==> src/rtl/dot_product_if.sv <==
// rtl/dot_product_if.sv - tap operand and result bundle for the five-tap dot product
//
// Purpose: carries the five sample/coefficient pairs into the MAC and the
// combinational and registered results back out.
// Ports (signals):
//   sample0..sample4 - unsigned samples, sample0 newest, sample4 oldest
//   coeff0..coeff4   - unsigned coefficients, coeffk pairs with samplek
//   sum, overflow    - combinational result (mod 2^OW) and wrap flag
//   sum_q, overflow_q- the same, registered on clk
// Modports: master = filter side (drives operands), slave = dot_product.
interface dot_product_if #(
  parameter int DW = 8,
  parameter int OW = 16
);
  logic [DW-1:0] sample0, sample1, sample2, sample3, sample4;
  logic [DW-1:0] coeff0, coeff1, coeff2, coeff3, coeff4;
  logic [OW-1:0] sum;
  logic          overflow;
  logic [OW-1:0] sum_q;
  logic          overflow_q;

  modport master (
    output sample0, sample1, sample2, sample3, sample4,
    output coeff0, coeff1, coeff2, coeff3, coeff4,
    input  sum, overflow, sum_q, overflow_q
  );

  modport slave (
    input  sample0, sample1, sample2, sample3, sample4,
    input  coeff0, coeff1, coeff2, coeff3, coeff4,
    output sum, overflow, sum_q, overflow_q
  );
endinterface

==> src/rtl/dot_product.sv <==
// rtl/dot_product.sv - five-tap unsigned multiply-accumulate for the FIR datapath
//
// Purpose: sum = sample0*coeff0 + ... + sample4*coeff4, all unsigned.
// The result is offered combinationally (zero latency) and as a registered copy.
// Ports:
//   clk   - single clock, registered outputs update on the rising edge
//   reset - asynchronous active-low; clears sum_q/overflow_q only
//   bus   - dot_product_if.slave: operands in, sum/overflow/sum_q/overflow_q out
module dot_product #(
  parameter int DW = 8,
  parameter int OW = 16
) (
  input  logic          clk,
  input  logic          reset,
  dot_product_if.slave  bus
);
  localparam int N  = 5;
  localparam int PW = 2 * DW;   // width of one product
  localparam int FW = PW + 3;   // full-precision sum of five products never wraps

  logic [DW-1:0] smp [N];
  logic [DW-1:0] cof [N];
  logic [FW-1:0] full;

  assign smp[0] = bus.sample0;
  assign smp[1] = bus.sample1;
  assign smp[2] = bus.sample2;
  assign smp[3] = bus.sample3;
  assign smp[4] = bus.sample4;
  assign cof[0] = bus.coeff0;
  assign cof[1] = bus.coeff1;
  assign cof[2] = bus.coeff2;
  assign cof[3] = bus.coeff3;
  assign cof[4] = bus.coeff4;

  // Operands are widened to the full sum width before multiplying so every
  // partial sum is exact; truncation happens only at the output.
  always_comb begin
    full = '0;
    for (int k = 0; k < N; k++) begin
      full = full + (FW'(smp[k]) * FW'(cof[k]));
    end
  end

  assign bus.sum      = full[OW-1:0];
  assign bus.overflow = |full[FW-1:OW];

  always_ff @(posedge clk or negedge reset) begin
    if (!reset) begin
      bus.sum_q      <= '0;
      bus.overflow_q <= 1'b0;
    end else begin
      bus.sum_q      <= bus.sum;
      bus.overflow_q <= bus.overflow;
    end
  end
endmodule

==> src/flat_wrapper.sv <==
// flat-port wrapper written by rule: the top's interface ports become plain ports
module dot_product_flat 
#(
  parameter int DW = 8,
  parameter int OW = 16
)
  (clk, reset, bus_sample0, bus_sample1, bus_sample2, bus_sample3, bus_sample4, bus_coeff0, bus_coeff1, bus_coeff2, bus_coeff3, bus_coeff4, bus_sum, bus_overflow, bus_sum_q, bus_overflow_q);
  dot_product_if #(.DW(DW), .OW(OW)) bus_i ();
  input  logic clk;
  input  logic reset;
  input wire logic [$bits(bus_i.sample0)-1:0] bus_sample0;
  input wire logic [$bits(bus_i.sample1)-1:0] bus_sample1;
  input wire logic [$bits(bus_i.sample2)-1:0] bus_sample2;
  input wire logic [$bits(bus_i.sample3)-1:0] bus_sample3;
  input wire logic [$bits(bus_i.sample4)-1:0] bus_sample4;
  input wire logic [$bits(bus_i.coeff0)-1:0] bus_coeff0;
  input wire logic [$bits(bus_i.coeff1)-1:0] bus_coeff1;
  input wire logic [$bits(bus_i.coeff2)-1:0] bus_coeff2;
  input wire logic [$bits(bus_i.coeff3)-1:0] bus_coeff3;
  input wire logic [$bits(bus_i.coeff4)-1:0] bus_coeff4;
  output wire logic [$bits(bus_i.sum)-1:0] bus_sum;
  output wire logic [$bits(bus_i.overflow)-1:0] bus_overflow;
  output wire logic [$bits(bus_i.sum_q)-1:0] bus_sum_q;
  output wire logic [$bits(bus_i.overflow_q)-1:0] bus_overflow_q;
  assign bus_i.sample0 = bus_sample0;
  assign bus_i.sample1 = bus_sample1;
  assign bus_i.sample2 = bus_sample2;
  assign bus_i.sample3 = bus_sample3;
  assign bus_i.sample4 = bus_sample4;
  assign bus_i.coeff0 = bus_coeff0;
  assign bus_i.coeff1 = bus_coeff1;
  assign bus_i.coeff2 = bus_coeff2;
  assign bus_i.coeff3 = bus_coeff3;
  assign bus_i.coeff4 = bus_coeff4;
  assign bus_sum = bus_i.sum;
  assign bus_overflow = bus_i.overflow;
  assign bus_sum_q = bus_i.sum_q;
  assign bus_overflow_q = bus_i.overflow_q;
  dot_product #(.DW(DW), .OW(OW)) u_core (.clk(clk), .reset(reset), .bus(bus_i));
endmodule
==> config.mk <==
export PLATFORM = sky130hd
export DESIGN_NAME = dot_product_flat
export DESIGN_NICKNAME = d
export VERILOG_FILES = /design/src/rtl/dot_product_if.sv /design/src/rtl/dot_product.sv /design/src/flat_wrapper.sv
export SDC_FILE = /design/constraint.sdc
export NUM_CORES = 1
export LEC_CHECK = 0
export BUFFER_PORTS_ARGS = -buffer_cell sky130_fd_sc_hd__clkbuf_2
export CELL_PAD_IN_SITES_DETAIL_PLACEMENT = 1
export CELL_PAD_IN_SITES_GLOBAL_PLACEMENT = 1
export CORE_MARGIN = 4
export CORE_UTILIZATION = 35
export CTS_CLUSTER_SIZE = 20
export DETAILED_ROUTE_END_ITERATION = 7
export GPL_ROUTABILITY_DRIVEN = 0
export PLACE_DENSITY = 0.65
export SLEW_MARGIN = 10
export SYNTH_ARGS = -nofsm -noshare
export SYNTH_HDL_FRONTEND = slang
export SYNTH_SLANG_ARGS = --single-unit
==> constraint.sdc <==
create_clock -name clk -period 22.5 [get_ports clk]
set_input_delay 6.75 -clock clk [delete_from_list [all_inputs] [get_ports clk]]
set_output_delay 6.75 -clock clk [all_outputs]
set_load 0.05 [all_outputs]
# Word-level counts from Yosys, hierarchy flattened
# Cells that the tools add are included.
# word_totals
ff_bits,17
wordCells,12
output_inout_bits,34
inputBits,82
# op_classes
reduce_logical,1
n_addsub,4
n_mul,5
# ops
operator,count
8-bit by 8-bit multiplier with 16-bit output,5
19-bit by 16-bit adder with 19-bit output,3
16-bit by 16-bit adder with 17-bit output,1
3-bit OR reduction,1

# Longest topological paths before layout
# logic_depth
ltp_word,6
mapped_depth,34
depth_no_buf,34

# Least setup slack after synthesis
# Ideal clock, no wire load.
# synth_timing
path_type,input -> output
from,in bus_coeff0[4]
to,out bus_overflow
setup_slack_ns,0.559
arrival_ns,15.191
stages,31
required_time_ns,15.750
path_buffers,0
cell_sequence,and2_1 fa_1 inv_1 fa_1 inv_1 fa_1 fa_1 fa_1 inv_1 fa_1 inv_1 ha_1 or3_1 a21oi_1 nor2_1 xnor2_1 fa_1 inv_1 fa_1 inv_1 fa_1 inv_1 fa_1 ha_1 and2_2 a221o_1 or3_1 o211ai_2 o21ai_1 a31oi_1 o2111ai_1
# synth_via
elab_chain_len,6
# synth_rtl
item,line_no,text
start: declaration,flat_wrapper.sv:16,input wire logic [$bits(bus_i.coeff0)-1:0] bus_coeff0;
8-bit by 8-bit multiplier with 16-bit output,dot_product.sv:41,full = full + (FW'(smp[k]) * FW'(cof[k]));
16-bit by 16-bit adder with 17-bit output,dot_product.sv:41,
19-bit by 16-bit adder with 19-bit output (3 in series),dot_product.sv:41,
3-bit OR reduction,dot_product.sv:46,assign bus.overflow = |full[FW-1:OW];
end: declaration,flat_wrapper.sv:22,output wire logic [$bits(bus_i.overflow)-1:0] bus_overflow;
# No other way between the ends.

# Worst setup path after layout
# layout_timing
from,in bus_coeff1[3]
to,out bus_sum[15]
# layout_via
elab_chain_len,5
# layout_rtl
item,line_no,text
start: declaration,flat_wrapper.sv:17,input wire logic [$bits(bus_i.coeff1)-1:0] bus_coeff1;
8-bit by 8-bit multiplier with 16-bit output,dot_product.sv:41,
16-bit by 16-bit adder with 17-bit output,dot_product.sv:41,
19-bit by 16-bit adder with 19-bit output (3 in series),dot_product.sv:41,
end: declaration,flat_wrapper.sv:21,output wire logic [$bits(bus_i.sum)-1:0] bus_sum;
# No other way between the ends.

==> summary.md <==
| Metric | Value |
|---|---|
| Area added between synthesis and finish | 12.3% |
| Routed wire length | 30.5 mm |
| Count of unresolved DRC violations after routing | 0 |
| Most common flop cell mapped by yosys | dfrtp_1 |
| Core box area | 33600 um2 |
| Die footprint | 37200 um2 |
| Accumulated negative setup slack | 0 ns |
| Path category of the worst min-delay check | input port to async pin |
| Synth top area cells | fa_1 (46%), ha_1 (18%), inv_1 (11%) |
| Count of pins on the block boundary | 116 |
| Maximum clock frequency | 44.9 MHz |
| Number of hold violations in the final report | 0 |
| Antenna-violating nets left | 0 |
| Design area | 13400 um2 |
| Antenna violations before repair | 0 |
| Antenna diode instance count | 0 |
| Crit path launch type | input port |
| Min Clock Period, post-route | 22.26 ns |
| # port buffers | 115 |
| Clock tree from TritonCTS | built |
| Final period utilization | 98.9% |
| Critical path capture point | bus_sum[15] |
| Via count | 8606 |
| Worst Max-Slew Pin Slew | 0.528 ns |
| Global-route wire length before repair | 50.6 mm |
| Number of global-route vias before repair | 9843 |
| Post-DP Area | 13200 um2 |
| Syn_nets | 1794 |
| Global Route Usage Sum | 17.3% |
| Max Fanout on Critical Path | 8 |
| Yosys top cell area share | 45.7% |
| Initial standard-cell utilization of the core | 35.6% |
| Maximum number of pins on one net before global-route repair | 18 |
| Max Cap Violations | 0 |
| Clock sinks | 17 |
| Hold WS | 6.44 ns |
| Number of different library cells in the post-synthesis netlist | 42 |
| Total number of H-tree levels | 1 |
| Hpwl dp | 27.9 mm |
| Number of filler instances in the final layout | 3940 |
| Setup slack of the critical path after layout | 0.245 ns |
| Avg Synthesized Cell Area | 9.41 um2 |
| Number of warnings printed during yosys synthesis | 0 |
| Average vias per placed instance | 4.65 |
| Fraction of final layout cells with drive strength greater than 1 | 11.8% |
| Root buffer selected by CTS | clkbuf_16 |
| Final count of pins violating max slew | 0 |
| Clock slew seen by the registers of the worst setup and hold paths | 0.07 ns |
| Hold-fix buffer count after cts | 0 |
| Die X-Extent | 193 um |
| First-iteration detailed-routing DRC count | 335 |
| CTS max path bufs | 2 |
| Setup-violating endpoint count in the final report | 0 |
| Crit. Startpoint | bus_coeff1[3] |
| Final layout net count | 1926 |
| Die outline height | 193 um |
| Length of the first detailed-routing pass in iterations | 4 |
| Synthesized flop and latch total | 17 |
| Slowest stage cell on the critical path | fa_1 |
| Async set-reset flop share out of synthesis | 100% |
| Post-synthesis cell area | 12000 um2 |
| Placement Setup Slack | 0.0629 ns |
| Sort of element at the end of the critical path | output port |
| Leading area contributor after synthesis | fa_1 |
| CP Class | input port to output port |
| TritonCTS buffer count | 3 |
| Average wire per standard cell | 16.5 um |
| Most used cell, CP | fa_1 |
| Post-Syn Instances | 1270 |
| Num rows | 67 |
| Required time of the critical path | 15.75 ns |
| Share of the yosys chip area belonging to registers | 3.56% |
| Number of synthesized flops with an enable pin | 0 |
| Result of the run | complete, no violations |
| Peak per-stage delay on the critical path | 0.57 ns |
| Worst slew slack as a fraction of its limit | 64.8% |
| Worst path arrival time | 15.51 ns |
| Total congestion overflow after global routing | 0 |
## cells in the final DEF, fill, tap and decap left out, drive strengths merged, types with 14 or more instances in the layout
cell type,n
inv,358
fa,273
and2,210
ha,169
nand2,119
clkbuf,108
buf,22
a21oi,20
dfrtp,17
nor2,15
xnor2,14
## through the flow
stage / utilization [%] / cells
final: 39.9 / 1849
after global routing: 39.9 / 1849
after CTS: 39.4 / 1844
after detailed placement: 39.1 / 1840
after global placement: 39.1 / 1840
after floorplan: - / 1270
## registers in the layout (all words and copies together) (netlist names)
| signal | count |
|---|---|
| u_core.bus.overflow_q | 1 |
| u_core.bus.sum_q | 16 |
## worst min-delay path by stage
stage                     cells after the start  startpoint                    end  slack (ns)
after global placement                        1       reset   u_core.bus.sum_q[11]        6.74
after floorplan                               0       reset  u_core.bus.overflow_q        6.45
after global routing                          1       reset   u_core.bus.sum_q[12]        6.47
after CTS                                     1       reset   u_core.bus.sum_q[10]        6.44
final                                         1       reset   u_core.bus.sum_q[10]        6.44
after detailed placement                      1       reset   u_core.bus.sum_q[10]        6.74
## synth_stat cells (8+ instances only)
master   count
a21o_1       8
a21oi_1     19
and2_1     209
dfrtp_1     17
fa_1       273
ha_1       169
inv_1      358
nand2_1    119
nor2_1      15
o21ai_0      9
xnor2_1     14
xor2_1      10
## critical path, delay by kind of cell
family	cells	cell delay, ns
buffers and inverters	9	0.66
and+or+nand+nor	6	1.24
AOI/OAI and AO/OA	4	0.93
adders and majority gates	12	5.56
xor gates and xnor gates	2	0.34
## repair_timing
item / in CTS / in global routing
gates resized for setup: 0 / 53
endpoints found under the setup margin: 0 / 4
buffers inserted: 0 / 5
## logic make-up after synthesis
kind of cell | Yosys count | synth area share, %
AO/OA/AOI/OAI | 65 | 3.82
XOR/XNOR | 24 | 1.76
adder cells (fa/ha/maj) | 442 | 63.4
AND/OR/NAND/NOR | 364 | 16.2
flip-flops | 17 | 3.56
buffers and inverters | 358 | 11.2
## metal layers
metal | GRT usage (%) | wire length [um] | up-vias
li1 | - | - | 3997
met1 | 23.4 | 13300 | 4474
met2 | 31.1 | 15800 | 115
met5 | 0 | 0 | -
met4 | 2.22 | 323 | 0
met3 | 1.34 | 969 | 20
## layout make-up
class / count / area (um2) / share of cell area, %
repair buffers: 127 / 701 / 5.22
clock inverters: 1 / 5.00 / 0.0373
flip-flops and latches: 17 / 425 / 3.17
clock buffers: 3 / 75.1 / 0.559
multi-input cells: 895 / 10300 / 76.8
inverters: 358 / 1340 / 10.0
well taps: 448 / 561 / 4.17
Power is not shown: default switching activity piles up to over one toggle a cycle in this logic, so the estimate is an artifact.
